[src/rtl/sort_input_loader.sv]
// sort_input_loader: gathers a valid/ready element stream into a register array for sort_top.
// Define SORT_LOADER_PAD_EN to pad short frames with all-ones so unused slots sort high.
module sort_input_loader #(
    parameter int DATA_WIDTH = 8,
    parameter int ADDR_WIDTH = 4
) (
    input  logic                                         clk,
    input  logic                                         reset,
    input  logic                                         in_valid,
    output logic                                         in_ready,
    input  logic [DATA_WIDTH-1:0]                        in_data,
    input  logic                                         in_last,
    output logic [(1<<ADDR_WIDTH)-1:0][DATA_WIDTH-1:0]   unsorted_array,
    output logic                                         array_valid,
    output logic [ADDR_WIDTH:0]                          array_count,
    input  logic                                         array_ack,
    output logic                                         trunc_err
);
    localparam int DEPTH = 1 << ADDR_WIDTH;
    localparam logic [ADDR_WIDTH:0] FULL = (ADDR_WIDTH+1)'(DEPTH);

`ifdef SORT_LOADER_PAD_EN
    typedef enum logic [1:0] {FILL, PAD, HOLD} state_t;
`else
    typedef enum logic [1:0] {FILL, HOLD} state_t;
`endif

    state_t state, state_nxt;
    logic [ADDR_WIDTH:0] wr_ptr;
    logic [ADDR_WIDTH:0] ptr_inc;
    logic [ADDR_WIDTH-1:0] slot;
    logic accept;

    assign ptr_inc = wr_ptr + 1'b1;
    assign slot = wr_ptr[ADDR_WIDTH-1:0];
    assign accept = in_valid && in_ready;

    always_ff @(posedge clk or negedge reset) begin
        if (!reset)
            state <= FILL;
        else
            state <= state_nxt;
    end

    // wr_ptr tracks array_count during FILL, so ptr_inc==FULL marks the last slot in both FILL and PAD
    always_comb begin
        state_nxt = state;
        case (state)
`ifdef SORT_LOADER_PAD_EN
            FILL: if (accept && (ptr_inc == FULL || in_last))
                state_nxt = ptr_inc == FULL ? HOLD : PAD;
            PAD: if (ptr_inc == FULL)
                state_nxt = HOLD;
`else
            FILL: if (accept && (ptr_inc == FULL || in_last))
                state_nxt = HOLD;
`endif
            HOLD: if (array_ack)
                state_nxt = FILL;
            default: state_nxt = FILL;
        endcase
    end

    always_comb in_ready = (state == FILL) && reset;

    always_ff @(posedge clk or negedge reset) begin
        if (!reset) begin
            unsorted_array <= '0;
            wr_ptr <= '0;
            array_count <= '0;
            array_valid <= 1'b0;
            trunc_err <= 1'b0;
        end else begin
            array_valid <= state_nxt == HOLD;
            if (accept) begin
                unsorted_array[slot] <= in_data;
                wr_ptr <= ptr_inc;
                array_count <= array_count + 1'b1;
                trunc_err <= ptr_inc == FULL && !in_last;
            end
`ifdef SORT_LOADER_PAD_EN
            if (state == PAD) begin
                unsorted_array[slot] <= '1;
                wr_ptr <= ptr_inc;
            end
`endif
            if (state == HOLD && array_ack) begin
                wr_ptr <= '0;
                array_count <= '0;
                trunc_err <= 1'b0;
            end
        end
    end
endmodule

[config.mk]
export PLATFORM = sky130hd
export DESIGN_NAME = sort_input_loader
export DESIGN_NICKNAME = d
export VERILOG_FILES = /design/src/rtl/sort_input_loader.sv
export SDC_FILE = /design/constraint.sdc
export NUM_CORES = 1
export LEC_CHECK = 0
export BUFFER_PORTS_ARGS = -buffer_cell sky130_fd_sc_hd__buf_2
export CORE_ASPECT_RATIO = 0.5
export CORE_MARGIN = 3
export CORE_UTILIZATION = 53
export CTS_BUF_LIST = sky130_fd_sc_hd__clkbuf_8 sky130_fd_sc_hd__clkbuf_16
export CTS_CLUSTER_DIAMETER = 30
export DETAILED_ROUTE_END_ITERATION = 8
export PLACE_DENSITY = 0.78
export REMOVE_ABC_BUFFERS = 1
export SETUP_SLACK_MARGIN = 0.05
export SYNTH_ARGS = -nofsm -noshare
export SYNTH_HDL_FRONTEND = slang
export SYNTH_SLANG_ARGS = --single-unit
[constraint.sdc]
create_clock -name clk -period 4.74 [get_ports clk]
set_clock_uncertainty 0.05 [all_clocks]
set_input_delay 0.711 -clock clk [delete_from_list [all_inputs] [get_ports clk]]
set_output_delay 0.711 -clock clk [all_outputs]
set_load 0.01 [all_outputs]
==> results.txt, run 1 <==
----------------------------------------------------
[Run status]
  Status ... completed

[Setup path]
  Critical-path top delay cell ... sky130_fd_sc_hd__buf_6
  WP data arrival ... 2.83 ns
  Endpoint of the worst register-to-register path ... unsorted_array[31]
  Max incr delay on CP ... 0.48 ns
  Worst reg2reg path depth ... 5
  Largest fanout on the critical path ... 73
  Type of origin of the critical path ... input pin
  Data required time at the worst endpoint ... 4.97 ns
  Slack of the worst reg-to-reg path ... roughly 2.6 ns
  List of cells traversed by the critical path ... buf_6 > nor4bb_4 > buf_4 > and2_1 > nand2_2 > mux2_2
  Type of the worst setup path ... in -> reg
  Critical Path End Type ... flip-flop
  R2r startpoint ... state[0]

[Power]
  Final total power ... 3.68 mW
  IR Drop Worst-Case VDD ... 360 µV
  Total power density per cell area ... 523 nW/µm²
  Leakage component of the power ... 3.91 nW

[STA]
  Max transition margin ... 0.394
  Setup violations, final ... 0
  Max Freq ... a little under 0.4 GHz
  Post-layout min period ... 2.60 ns
  Setup tns final ... 0 ns
  Final count of pins violating max slew ... 0
  Worst Max-Slew Pin Slew ... 0.909 ns
  Total count of hold-check failures in the final report ... 0
  Tcrit/Tclk final ... 0.548
  Setup repair after global routing missed its margin ... no

[Clock tree]
  Number of buffers added by the clock tree synthesis step ... 17
  Clock Tree Buf Depth ... 2
  CTS H-tree lvls ... 4
  Clock-pin slew on the worst setup and hold paths ... 0.06 ns
  Cts hold-fix bufs ... 0
  Clock Sink Count ... 142
  CTS tree ... yes
  # Post-CTS Setup Buffers ... 0
  Cell chosen for the clock root ... sky130_fd_sc_hd__clkbuf_16
  Resize count post-CTS ... 0
  Clock insertion delay at the later pin of the skew report ... 0.41 ns

[Placement]
  I/O Buffers ... 148
  Cell area reported after detailed placement ... 6440 µm²
  Half-perimeter wire length of the detailed placement result ... around 8300 µm
  Global placement routability congestion ... 0.792

[Die]
  Number of top-level design ports ... 149
  Starting density of the core ... 0.567
  Area of the core ... 9820 µm²
  Die outline area ... 11,800 µm²
  Number of rows created at floorplan ... 25
  Die extent in x ... 151 µm
  Die Height ... 78.5 µm

[Route]
  TritonRoute pass-1 iters ... 4
  Vias post-DR ... 3,492
  Routed wirelength normalized by instance count ... 19.7 µm
  Number of routed nets with antenna violations ... 0
  Starting DRT DRC Count ... 150
  DRC violations left ... 0
  Final routed wirelength across all metal layers ... 12,900 µm
  Routed vias/inst ... 5.34

[Synthesis]
  Proportion of netlist area held by the largest area contributor ... 0.638
  Cell count after synthesis ... 354
  Count of yosys warnings during synthesis ... 0
  Sequential element share of the synthesized area ... 0.638
  Count of flip-flops with a built-in enable after synthesis ... 0
  Largest cells by area after synthesis ... sky130_fd_sc_hd__dfrtp_1 64%, sky130_fd_sc_hd__mux2_2 24%, sky130_fd_sc_hd__nand3_2 1.6%
  Share of flip-flops with an asynchronous set or reset ... 1.00
  Syn Std Cell Area ... 5570 µm²
  Area leader, netlist ... sky130_fd_sc_hd__dfrtp_1
  Top_reg_cell synth ... sky130_fd_sc_hd__dfrtp_1
  Top cells by count, synth ... 142 x sky130_fd_sc_hd__dfrtp_1, 120 x sky130_fd_sc_hd__mux2_2, 13 x sky130_fd_sc_hd__clkbuf_1
  Distinct cell type count after synthesis ... 32
  Average cell area after synthesis ... ~16 µm²
  Most frequently used cell type in the post-synthesis netlist ... sky130_fd_sc_hd__dfrtp_1
  Synth Register Bits ... 142

[GRT]
  Largest net degree at the start of global routing ... 74
  Global routing usage summed across all routing layers ... 0.233
  First-pass GRT wire length ... 20,600 µm
  Number of global-route vias before repair ... 3,631
  Antenna violations before repair ... 0
  Overflow after GRT ... 0

[Cells and area]
  Sequential cell area ... between 3000 and 4000 µm²
  Share of layout cells above drive strength 1 ... 0.609
  Multi-input gate area in the final layout ... 1950 µm²
  Number of nets in the final layout ... 524
  Layout Area Growth over Synthesis ... 26.4%
  Area of all placed cells without fillers ... 7040 µm²
  Utilization of the core after routing ... 0.717
  Final-layout fill cell count ... between 600 and 700
  ANT cells ... 0

[Hold path]
  Class of the most critical hold timing path ... in -> async

[Run]
  Maximum Capacitance Violations ... 0

----------------------------------------------------
-- critical path, delay by kind of cell --
family                 cells  cell delay (ns)
AND/OR/NAND/NOR            3             0.92
multiplexers               1             0.33
buffers and inverters      2             0.82
-- routing by layer --
layer | vias up | global-route usage | wire length, µm
met1 | 1825 | 0.313 | 5850
met2 | 89 | 0.377 | 6290
met3 | 7 | 0.0646 | 652
met5 | - | 0 | 0
li1 | 1571 | - | -
met4 | 0 | 0.0651 | 86
-- area by class of cell --
class,count,area share
clock inverter,13,0.0210
timing repair buffer,150,0.108
clock buffer,19,0.0643
multi-input combinational,192,0.276
tap,135,0.0240
sequential,142,0.505
inverter,3,0.00160
-- worst max-delay path by stage --
stage / from / end / cells past startpoint
6_report: reset / unsorted_array[31] / 6
4_1_cts: reset / unsorted_array[126] / 6
5_1_grt: reset / unsorted_array[25] / 6
3_5_place_dp: reset / unsorted_array[126] / 6
2_1_floorplan: in_valid / unsorted_array[112] / 3
3_3_place_gp: reset / unsorted_array[126] / 6
-- per-stage QoR --
stage	setup slack [ns]	std cells	hold WS, ns
floorplan	0.372	337	0.365
global placement	1.76	622	0.419
detailed placement	1.71	622	0.425
CTS	2.14	654	0.272
global route	1.94	654	0.295
finish	2.14	654	0.253
-- report_power, final --
part	switching (mW)	total [mW]	internal (mW)
Sequential	0.155	1.60	1.45
Clock	0.491	1.34	0.848
Combinational	0.389	0.741	0.352
Total	1.04	3.68	2.65
-- placed cells by master, fill, tap and decap left out, types with 2 or more instances in the layout --
cell type,Yosys,layout
sky130_fd_sc_hd__buf_2,2,147
sky130_fd_sc_hd__dfrtp_1,142,142
sky130_fd_sc_hd__mux2_2,120,120
sky130_fd_sc_hd__clkbuf_16,0,17
sky130_fd_sc_hd__nand3_2,9,9
sky130_fd_sc_hd__mux2_1,8,8
sky130_fd_sc_hd__o21ai_0,7,7
sky130_fd_sc_hd__nor2_1,7,7
sky130_fd_sc_hd__inv_1,3,5
sky130_fd_sc_hd__ha_1,5,5
sky130_fd_sc_hd__clkinv_2,0,5
sky130_fd_sc_hd__nand4_1,4,4
sky130_fd_sc_hd__nand2_2,3,3
sky130_fd_sc_hd__xor2_1,3,3
sky130_fd_sc_hd__nand2_1,3,3
sky130_fd_sc_hd__bufinv_16,0,3
sky130_fd_sc_hd__nor3b_1,2,2
sky130_fd_sc_hd__nor2b_1,2,2
sky130_fd_sc_hd__nand4_2,2,2
sky130_fd_sc_hd__a22o_1,2,2
sky130_fd_sc_hd__xnor2_1,2,2
sky130_fd_sc_hd__a31oi_1,2,2
sky130_fd_sc_hd__clkbuf_8,0,2
sky130_fd_sc_hd__clkinv_4,0,2
sky130_fd_sc_hd__buf_4,2,2
-- kinds of logic (layout without fill, tap and decap cells) --
logic type / after synthesis / in the layout / synth area share
DFF: 142 / 142 / 0.638
AOI/OAI and AO/OA: 15 / 15 / 0.0166
buffers and inverters: 20 / 185 / 0.0153
adders and majority gates: 5 / 5 / 0.0112
and+or+nand+nor: 38 / 38 / 0.0515
muxes: 128 / 128 / 0.259
other: 1 / 1 / 0.000673
xor gates and xnor gates: 5 / 5 / 0.00786
-- state kept, by name (all words and copies together), names as in the netlist --
signal          count
unsorted_array    128
array_count         5
wr_ptr              5
state               2
array_valid         1
trunc_err           1
Power figures use the tool's default switching activity.
==> run 2: changes to the inputs <==
--- a/config.mk
+++ b/config.mk
@@ -8,11 +8,11 @@
 export BUFFER_PORTS_ARGS = -buffer_cell sky130_fd_sc_hd__buf_2
 export CORE_ASPECT_RATIO = 0.5
 export CORE_MARGIN = 3
-export CORE_UTILIZATION = 53
+export CORE_UTILIZATION = 52
 export CTS_BUF_LIST = sky130_fd_sc_hd__clkbuf_8 sky130_fd_sc_hd__clkbuf_16
 export CTS_CLUSTER_DIAMETER = 30
 export DETAILED_ROUTE_END_ITERATION = 8
-export PLACE_DENSITY = 0.78
+export PLACE_DENSITY = 0.77
 export REMOVE_ABC_BUFFERS = 1
 export SETUP_SLACK_MARGIN = 0.05
 export SYNTH_ARGS = -nofsm -noshare
==> constraint.sdc (replaced) <==
create_clock -name clk -period 2.7 [get_ports clk]
set_clock_uncertainty 0.05 [all_clocks]
set_input_delay 0.405 -clock clk [delete_from_list [all_inputs] [get_ports clk]]
set_output_delay 0.405 -clock clk [all_outputs]
set_load 0.01 [all_outputs]
==> run 2 against run 1 <==
Effect of this change:
- final cell count rose by 0.92%
- register-to-register slack got worse by 1.9 ns
- routed wire length up 0.40%
- via count rose by 0.52%
- flip-flop and latch count unchanged
- design area down 0.36%
- hold slack got worse by 0.079 ns
- sequential power up 76%
==> results.txt, run 2 (synthesis results as in run 1) <==
----------------------------------------------------
[Run status]
  Status ... completed

[Route]
  DRC violations left ... 0
  Routed vias/inst ... between 5 and 6
  Number of routed nets with antenna violations ... 0
  Final routed wirelength across all metal layers ... 12,900 µm
  Routed wirelength normalized by instance count ... 19.6 µm
  Starting DRT DRC Count ... approximately 140
  TritonRoute pass-1 iters ... 6
  Vias post-DR ... 3,510

[Clock tree]
  Number of buffers added by the clock tree synthesis step ... 17
  CTS tree ... yes
  CTS H-tree lvls ... 4
  Clock Tree Buf Depth ... 2
  Clock Sink Count ... roughly 140
  Clock insertion delay at the later pin of the skew report ... 0.41 ns
  Cell chosen for the clock root ... sky130_fd_sc_hd__clkbuf_16
  Resize count post-CTS ... 0
  Clock-pin slew on the worst setup and hold paths ... 0.05 ns

[Cells and area]
  Number of nets in the final layout ... about 530
  Utilization of the core after routing ... 0.680
  Area of all placed cells without fillers ... 7020 µm²
  Most common cell after layout, fill and taps aside ... sky130_fd_sc_hd__buf_2
  Biggest registers after layout ... unsorted_array: 128 flops, array_count: 5 flops, wr_ptr: 5 flops
  Leading cell types in the layout, fill and taps excluded ... 147 x sky130_fd_sc_hd__buf_2, 142 x sky130_fd_sc_hd__dfrtp_1, 120 x sky130_fd_sc_hd__mux2_2
  Biggest register ... unsorted_array
  ANT cells ... 0
  Share of layout cells above drive strength 1 ... 0.606
  Layout Area Growth over Synthesis ... 26.0%
  Non-filler cells in the finished layout ... 660
  Largest register FFs ... 128

[STA]
  Post-layout min period ... between 2 and 2.5 ns
  Setup tns final ... 0 ns
  Post-Route Hold Slack ... around 0.17 ns
  Tcrit/Tclk final ... 0.834
  Worst-case setup margin in the final layout ... approximately 0.45 ns
  Total count of hold-check failures in the final report ... 0
  Max Freq ... 0.444 GHz
  Final count of pins violating max slew ... 0
  Setup repair after global routing missed its margin ... no
  Worst Max-Slew Pin Slew ... 0.733 ns
  Setup violations, final ... 0
  Max transition margin ... 0.512

[Die]
  Die extent in x ... between 150 and 200 µm
  Die Height ... 79.2 µm
  Die outline area ... 12,100 µm²
  Starting density of the core ... 0.540
  Number of top-level design ports ... 149
  Number of rows created at floorplan ... 26
  Area of the core ... a little over 10,000 µm²

[Setup path]
  R2r startpoint ... state[0]
  Number of buffer and inverter instances along the worst setup path ... 3
  Type of the worst setup path ... in -> reg
  Largest fanout on the critical path ... 14
  Kind of cell with the highest combined delay on the critical path ... buffers and inverters
  Critical path startpoint ... reset
  List of cells traversed by the critical path ... dlygate4sd3_1 > buf_6 > nor4bb_4 > buf_4 > nand4_1 > mux2_2
  Critical-path top delay cell ... sky130_fd_sc_hd__dlygate4sd3_1
  Max incr delay on CP ... 0.56 ns
  Type of origin of the critical path ... input pin
  Critical Path End Type ... flip-flop
  WP data arrival ... 2.49 ns
  Data required time at the worst endpoint ... 2.94 ns

[Power]
  Switching fraction of total power ... 0.284
  Part of the power in registers ... 0.454
  Relative contribution of combinational cells to total power ... 0.209
  Final total power ... 6.21 mW
  Total power density per cell area ... about 900 nW/µm²
  Fraction of power consumed by the clock network ... 0.337
  Leakage component of the power ... 3.90 nW
  Internal power ... 4.44 mW
  Net switching power of the design ... 1.77 mW
  IR Drop Worst-Case VDD ... between 400 and 500 µV

[GRT]
  Number of global-route vias before repair ... approximately 3,700
  Overflow after GRT ... 0
  Antenna violations before repair ... 0
  First-pass GRT wire length ... about 20,000 µm
  Global routing usage summed across all routing layers ... 0.221
  Largest net degree at the start of global routing ... 141

[Placement]
  Global placement routability congestion ... 0.796
  Post-placement setup slack ... 0.581 ns
  I/O Buffers ... about 150
  Cell area reported after detailed placement ... 6470 µm²
  Number of cells in the design after placement ... 629
  Half-perimeter wire length of the detailed placement result ... 8380 µm

[Hold path]
  HP Start ... in_last
  Class of the most critical hold timing path ... in -> reg

[Run]
  Maximum Capacitance Violations ... 0

----------------------------------------------------
==> run 2: cell count changes in the layout (fill, tap and decap cells not counted) <==
cell,before,now
sky130_fd_sc_hd__dlygate4sd3_1,0,1
sky130_fd_sc_hd__clkinv_4,2,0
sky130_fd_sc_hd__inv_1,5,6
sky130_fd_sc_hd__buf_12,0,1
sky130_fd_sc_hd__bufinv_16,3,1
sky130_fd_sc_hd__buf_4,2,3
sky130_fd_sc_hd__clkinv_2,5,6
==> run 2: final timing paths <==
kind | cells past startpoint | slack (ns) | to
max | 6 | 0.45 | unsorted_array[112]
min | 2 | 0.17 | trunc_err
max reg2reg | 4 | 0.62 | unsorted_array[112]
min reg2reg | 1 | 0.43 | unsorted_array[121]
max in group asynchronous | 3 | 1.37 | unsorted_array[45]
min in group asynchronous | 2 | 0.33 | state[0]
==> run 2: final cells by class <==
| class | instances | area (µm²) |
|---|---|---|
| fillers | 750 | 3300 |
| multi-input cells | 192 | 1950 |
| clock buffers | 19 | 453 |
| flip-flops and latches | 142 | 3550 |
| inverters | 3 | 11.3 |
| well taps | 140 | 175 |
| repair buffers | 153 | 800 |
| clock inverters | 11 | 78.8 |
==> run 2: power by group through the flow <==
stage | Combinational, mW | Clock (mW) | Sequential (mW)
5_1_grt | 1.40 | 2.22 | 2.88
4_1_cts | 1.32 | 2.13 | 2.82
3_3_place_gp | 1.27 | 0 | 2.84
2_1_floorplan | 0.504 | 0 | 3.00
3_5_place_dp | 1.31 | 0 | 2.85
6_report | 1.30 | 2.09 | 2.82
==> run 2: timing repair <==
item | 4_1_cts | 5_1_grt
hold buffers | 1 | 0
endpoints found under the hold margin | 2 | 0
setup buffers | 0 | 0
==> run 2: routing by layer <==
metal  wire [µm]  global-route usage
met4         184              0.0753
met5           0                   0
met3         549              0.0495
met1        5710               0.288
met2        6490               0.373
